===== src/rtl/cpu_pkg.sv =====
// Shared definitions for the 5-stage RISC-V core control path.
//   RESULT_SEL_* : writeback result select encodings
//   FWD_*        : EX-stage ALU operand forwarding selects
//   mem_state_e  : data-memory handshake state in hazard_ctrl
package cpu_pkg;
  localparam logic [1:0] RESULT_SEL_ALU = 2'b00;
  localparam logic [1:0] RESULT_SEL_MEM = 2'b01;
  localparam logic [1:0] RESULT_SEL_PC4 = 2'b10;

  localparam logic [1:0] FWD_RF  = 2'b00;
  localparam logic [1:0] FWD_WB  = 2'b01;
  localparam logic [1:0] FWD_MEM = 2'b10;

  typedef enum logic {
    ST_RUN  = 1'b0,
    ST_WAIT = 1'b1
  } mem_state_e;
endpackage


===== src/rtl/forward_unit.sv =====
// Combinational forwarding select for one EX-stage ALU operand.
//   rs_ID_EX                 : source register of the operand in EX
//   rd_EX_MEM / rd_MEM_WB    : destinations of the two younger-result stages
//   reg_write_EX_MEM/_MEM_WB : writeback enables of those stages
//   fwd_sel                  : FWD_MEM, FWD_WB or FWD_RF
module forward_unit
  import cpu_pkg::*;
#(
  parameter int REG_ADDR_WIDTH = 5
) (
  input  logic [REG_ADDR_WIDTH-1:0] rs_ID_EX,
  input  logic [REG_ADDR_WIDTH-1:0] rd_EX_MEM,
  input  logic [REG_ADDR_WIDTH-1:0] rd_MEM_WB,
  input  logic                      reg_write_EX_MEM,
  input  logic                      reg_write_MEM_WB,
  output logic [1:0]                fwd_sel
);
  // EX/MEM holds the newer value, so it is checked first. x0 never forwards.
  always_comb begin
    fwd_sel = FWD_RF;
    if (reg_write_EX_MEM && (rd_EX_MEM != '0) && (rd_EX_MEM == rs_ID_EX))
      fwd_sel = FWD_MEM;
    else if (reg_write_MEM_WB && (rd_MEM_WB != '0) && (rd_MEM_WB == rs_ID_EX))
      fwd_sel = FWD_WB;
  end
endmodule


===== src/rtl/hazard_ctrl.sv =====
// Pipeline sequencing controller: stall/flush strobes for PC and all pipeline
// registers, EX forwarding selects, data-memory req/ack handshake and
// saturating stall/flush performance counters.
//   cpu_clk, cpu_rst          : clock, synchronous active-high reset
//   *_IF_ID/*_ID_EX/...       : register fields and controls of each stage
//   mem_access_MEM, dmem_ack  : MEM-stage access and memory completion
//   pc_src_EX                 : taken branch/jump in EX
//   dmem_req                  : one-cycle request pulse to data memory
//   stall_*, flush_*          : combinational pipeline strobes
//   forward_a/b               : ALU operand selects
//   stall_cnt, flush_cnt      : saturating performance counters
module hazard_ctrl
  import cpu_pkg::*;
#(
  parameter int REG_ADDR_WIDTH = 5,
  parameter int CNT_WIDTH      = 32
) (
  input  logic                      cpu_clk,
  input  logic                      cpu_rst,
  input  logic [REG_ADDR_WIDTH-1:0] rs1_IF_ID,
  input  logic [REG_ADDR_WIDTH-1:0] rs2_IF_ID,
  input  logic [REG_ADDR_WIDTH-1:0] rs1_ID_EX,
  input  logic [REG_ADDR_WIDTH-1:0] rs2_ID_EX,
  input  logic [REG_ADDR_WIDTH-1:0] rd_ID_EX,
  input  logic                      reg_write_ID_EX,
  input  logic [1:0]                result_sel_ID_EX,
  input  logic [REG_ADDR_WIDTH-1:0] rd_EX_MEM,
  input  logic [REG_ADDR_WIDTH-1:0] rd_MEM_WB,
  input  logic                      reg_write_EX_MEM,
  input  logic                      reg_write_MEM_WB,
  input  logic                      mem_access_MEM,
  input  logic                      pc_src_EX,
  input  logic                      dmem_ack,
  output logic                      dmem_req,
  output logic                      stall_PC,
  output logic                      stall_IF_ID,
  output logic                      stall_ID_EX,
  output logic                      stall_EX_MEM,
  output logic                      stall_MEM_WB,
  output logic                      flush_IF_ID,
  output logic                      flush_ID_EX,
  output logic [1:0]                forward_a,
  output logic [1:0]                forward_b,
  output logic [CNT_WIDTH-1:0]      stall_cnt,
  output logic [CNT_WIDTH-1:0]      flush_cnt
);
  mem_state_e           state_q, state_d;
  logic [CNT_WIDTH-1:0] stall_cnt_q, stall_cnt_d;
  logic [CNT_WIDTH-1:0] flush_cnt_q, flush_cnt_d;
  logic                 mem_stall, load_use, any_stall, any_flush;

  // Memory handshake. The request is Mealy on RUN so the pulse lands in the
  // same cycle the access reaches MEM; ack is only honoured in WAIT.
  always_comb begin
    state_d   = state_q;
    dmem_req  = 1'b0;
    mem_stall = 1'b0;
    case (state_q)
      ST_RUN: if (mem_access_MEM) begin
        dmem_req  = 1'b1;
        mem_stall = 1'b1;
        state_d   = ST_WAIT;
      end
      ST_WAIT: if (dmem_ack) state_d = ST_RUN;
               else          mem_stall = 1'b1;
      default: state_d = ST_RUN;
    endcase
  end

  assign load_use = reg_write_ID_EX && (result_sel_ID_EX == RESULT_SEL_MEM) &&
                    (rd_ID_EX != '0) &&
                    ((rd_ID_EX == rs1_IF_ID) || (rd_ID_EX == rs2_IF_ID));

  // While memory is outstanding EX is frozen, so redirect/load-use are simply
  // held off and re-evaluated on release.
  always_comb begin
    stall_PC     = 1'b0;
    stall_IF_ID  = 1'b0;
    stall_ID_EX  = 1'b0;
    stall_EX_MEM = 1'b0;
    stall_MEM_WB = 1'b0;
    flush_IF_ID  = 1'b0;
    flush_ID_EX  = 1'b0;
    if (mem_stall) begin
      stall_PC     = 1'b1;
      stall_IF_ID  = 1'b1;
      stall_ID_EX  = 1'b1;
      stall_EX_MEM = 1'b1;
      stall_MEM_WB = 1'b1;
    end else if (pc_src_EX) begin
      flush_IF_ID = 1'b1;
      flush_ID_EX = 1'b1;
    end else if (load_use) begin
      stall_PC    = 1'b1;
      stall_IF_ID = 1'b1;
      flush_ID_EX = 1'b1;
    end
  end

  // Operand a = index 0, operand b = index 1.
  logic [1:0][REG_ADDR_WIDTH-1:0] rs_ex;
  logic [1:0][1:0]                fwd_sel;
  assign rs_ex = {rs2_ID_EX, rs1_ID_EX};

  for (genvar g = 0; g < 2; g++) begin : g_fwd
    forward_unit #(.REG_ADDR_WIDTH(REG_ADDR_WIDTH)) u_fwd (
      .rs_ID_EX        (rs_ex[g]),
      .rd_EX_MEM       (rd_EX_MEM),
      .rd_MEM_WB       (rd_MEM_WB),
      .reg_write_EX_MEM(reg_write_EX_MEM),
      .reg_write_MEM_WB(reg_write_MEM_WB),
      .fwd_sel         (fwd_sel[g])
    );
  end

  assign forward_a = fwd_sel[0];
  assign forward_b = fwd_sel[1];

  assign any_stall = stall_PC | stall_IF_ID | stall_ID_EX | stall_EX_MEM | stall_MEM_WB;
  assign any_flush = flush_IF_ID | flush_ID_EX;

  always_comb begin
    stall_cnt_d = stall_cnt_q;
    flush_cnt_d = flush_cnt_q;
    if (any_stall && !(&stall_cnt_q)) stall_cnt_d = stall_cnt_q + 1'b1;
    if (any_flush && !(&flush_cnt_q)) flush_cnt_d = flush_cnt_q + 1'b1;
  end

  always_ff @(posedge cpu_clk) begin
    if (cpu_rst) begin
      state_q     <= ST_RUN;
      stall_cnt_q <= '0;
      flush_cnt_q <= '0;
    end else begin
      state_q     <= state_d;
      stall_cnt_q <= stall_cnt_d;
      flush_cnt_q <= flush_cnt_d;
    end
  end

  assign stall_cnt = stall_cnt_q;
  assign flush_cnt = flush_cnt_q;
endmodule


===== config.mk =====
export PLATFORM = sky130hd
export DESIGN_NAME = hazard_ctrl
export DESIGN_NICKNAME = d
export VERILOG_FILES = /design/src/rtl/cpu_pkg.sv /design/src/rtl/forward_unit.sv /design/src/rtl/hazard_ctrl.sv
export SDC_FILE = /design/constraint.sdc
export NUM_CORES = 1
export LEC_CHECK = 0
export BUFFER_PORTS_ARGS = -buffer_cell sky130_fd_sc_hd__buf_2
export CORE_UTILIZATION = 46
export CTS_CLUSTER_SIZE = 28
export DETAILED_ROUTE_END_ITERATION = 16
export PLACE_DENSITY = 0.78
export SLEW_MARGIN = 5
export SYNTH_ARGS = -nofsm -noshare
export SYNTH_HDL_FRONTEND = slang
export SYNTH_SLANG_ARGS = --single-unit
export TNS_END_PERCENT = 1

===== constraint.sdc =====
create_clock -name cpu_clk -period 2.8 [get_ports cpu_clk]
set_input_delay 0.28 -clock cpu_clk [delete_from_list [all_inputs] [get_ports cpu_clk]]
set_output_delay 0.28 -clock cpu_clk [all_outputs]
set_load 0.005 [all_outputs]

==> impl_metrics.tcl <==
set metrics [dict create \
    status "complete, no violations" \
    drt-met1-wl_mm 4.217 \
    finalCriticalPeriod_ps 2416 \
    layout_common_cells "buf_2 (120), dfxtp_1 (65), a21oi_1 (51)" \
    top_layer "met4" \
    worst_setup_path_end_kind "flip-flop" \
    wl_per_cell_um 14.20 \
    clkSinkCount 65 \
    crit_slowest_cell "o221ai_2" \
    numCtsBuffers 9 \
    coreArea_um2 7767 \
    io_buffers 120 \
    synth-edff-count 0 \
    hold_viol_final 0 \
    grt-ovfl-total 0 \
    place_ws_ps 326.3 \
    die_x_um 91.68 \
    whs_path_depth 4 \
    ctsLongestPathBuffers 2 \
    yosys.area.top_type "dfxtp_1" \
    crit_top_cell "and4_1" \
    setup_viol 0 \
    cp_slowest_stage_delay_ps 410 \
    fin_area_um2 4537 \
    grt_usage_pct 23.76 \
    die_area_um2 8405 \
    grt_start_max_net_pins 48 \
    synthCells 462 \
    cts_tree "done" \
    placed_cells 667 \
    clock.fmax_ghz 0.4140 \
    hold_buffers 0 \
    ios 121 \
    cp_num_cells 7 \
    fillers 750 \
    syn-num-nets 509 \
    start_util_pct 47.63 \
    routed-wl-met3_um 722 \
    setup_ws_ps 384.5 \
    p_per_area_nw_per_um2 403.3 \
    synth_top_area_share_pct 35.17 \
    drt_iter0_markers 155 \
    final_max_slew_viol_count 0 \
    drive_gt1_share_pct 27.54 \
    crit_path_start_kind "flip-flop" \
    ys_warn_count 0 \
    syn_avg_cell_area_um2 8.008 \
    antenna_cells 0 \
    utilization_pct 58.41 \
    via_per_inst 5.817 \
    place_congestion 0.8413 \
    setup_tns_ps 0 \
    cts_resized 0 \
    cp_max_fo 38 \
    reg2regPathDepth 7 \
    clk_latency_ps 340 \
    clk_pin_slew_ps 70 \
    hp-class "in -> reg" \
    relSlewSlack_pct 41.97 \
    cp_cell_sequence "and4_1 -> and4_1 -> nand3_1 -> o221ai_2 -> buf_4 -> mux2i_1 -> nor2_1" \
    synth_flop_cell "dfxtp_1" \
    leakage_nw 1.792 \
    synthTopCellsByArea "dfxtp_1 (35%), a21oi_1 (6.9%), or3_1 (6.3%)" \
    root_buffer "clkbuf_8" \
    final_common_cell "buf_2" \
    nets 623 \
    synth-seq-cells 65 \
    grt_setup_unrepaired "no" \
    antenna_found_initial 0 \
    fin_skew_ps 11.73 \
    firstDrtPassIters 5 \
    drc 0 \
    final_cells 683 \
    area_growth_syn_to_layout_pct 22.62 \
    reg2reg_setup_slack_ps 380 \
    peakVddDrop_uv 252.1 \
    ys_seq_area_share_pct 35.17 \
    cp_top_family "simple AND/OR/NAND/NOR gates" \
    dr_total_vias 3973 \
    post_dp_cell_area_um2 4380 \
    criticalPathCategory "reg -> reg" \
    met2_length_mm 4.649 \
    postSynth.asyncResetShare_pct 0 \
    crit_arrival_ps 2640 \
    synth_cell_types 41 \
    cts_htree_levels 3 \
    grt_pass1_wl_mm 16.40 \
    multi_input_area_um2 2230 \
    finalCritPeriodShare_pct 86.27 \
    place_hpwl_mm 7.006 \
    drt_wl_total_mm 9.700 \
    maxCapViolations 0 \
    regArea_um2 1301 \
    critPathBufInv 1 \
    worst_pin_slew_ps 867.9 \
    grt_pass1_vias 3649 \
    cp_data_required_time_ps 3020 \
    synth_area_um2 3700 \
    postCtsSetupBuffers 0 \
    rows 32 \
    die_y_um 91.68 \
    ant_nets 0 \
]
final timing paths:
kind / from / endpoint
worst min-delay path: dmem_ack / state_q$_SDFF_PP0_
worst max register to register: stall_cnt[4]$_SDFFE_PP0P_ / stall_cnt[1]$_SDFFE_PP0P_
worst min register to register: stall_cnt[13]$_SDFFE_PP0P_ / stall_cnt[13]$_SDFFE_PP0P_
worst max-delay path: stall_cnt[4]$_SDFFE_PP0P_ / stall_cnt[1]$_SDFFE_PP0P_
routing by layer:
layer	GRT usage, %	vias up
met5	0	-
met4	8.730	0
met3	5.638	12
met2	40.48	136
met1	29.05	1879
li1	-	1946
sequential cells by signal, indices dropped and copies added, names as in the netlist:
name / cells
stall_cnt: 32
state_q: 1
flush_cnt: 32
Yosys cell counts (all sizes together), types with 12 or more instances:
cell    number
o21ai       40
buf         12
inv         13
or4         15
xor2        16
dfxtp       65
nor4        13
nand4       19
clkbuf      13
or3         38
nand2       23
nor2        25
xnor2       16
nand3       31
a21oi       51
cell families after synthesis:
kind of cell               after synthesis  share of synthesized area (%)
AOI/OAI and AO/OA                      110                          16.74
xor gates and xnor gates                32                          7.575
buffers and inverters                   38                          4.566
muxes                                   13                          3.889
adders and majority gates                2                         0.6763
and+or+nand+nor                        202                          31.38
DFF                                     65                          35.17
power breakdown:
part | switching, mW | internal, mW | leakage, nW
Clock | 0.365 | 0.320 | 0.0774
Combinational | 0.121 | 0.0860 | 1.19
Sequential | 0.00765 | 0.930 | 0.524
final cells by class:
type                       instances  area share, %
multi-input combinational        359          49.15
sequential                        65          28.68
timing repair buffer             128          14.84
clock buffer                      13          3.061
tap                              102          2.813
inverter                          13          1.076
clock inverter                     3         0.3861
worst min-delay path: stages:
cell and delay [ps]:
buf_2 100, inv_1 40, a21oi_1 120, nor2_1 100
stage by stage:
stage,total power [mW],hold WS [ps]
after CTS,1.844,316.7
after global routing,1.907,345.7
after detailed placement,1.165,492.8
final,1.830,334.3
after floorplan,1.083,476.7
after global placement,1.157,470.5
Note: power is estimated with default switching activity, not from simulation.
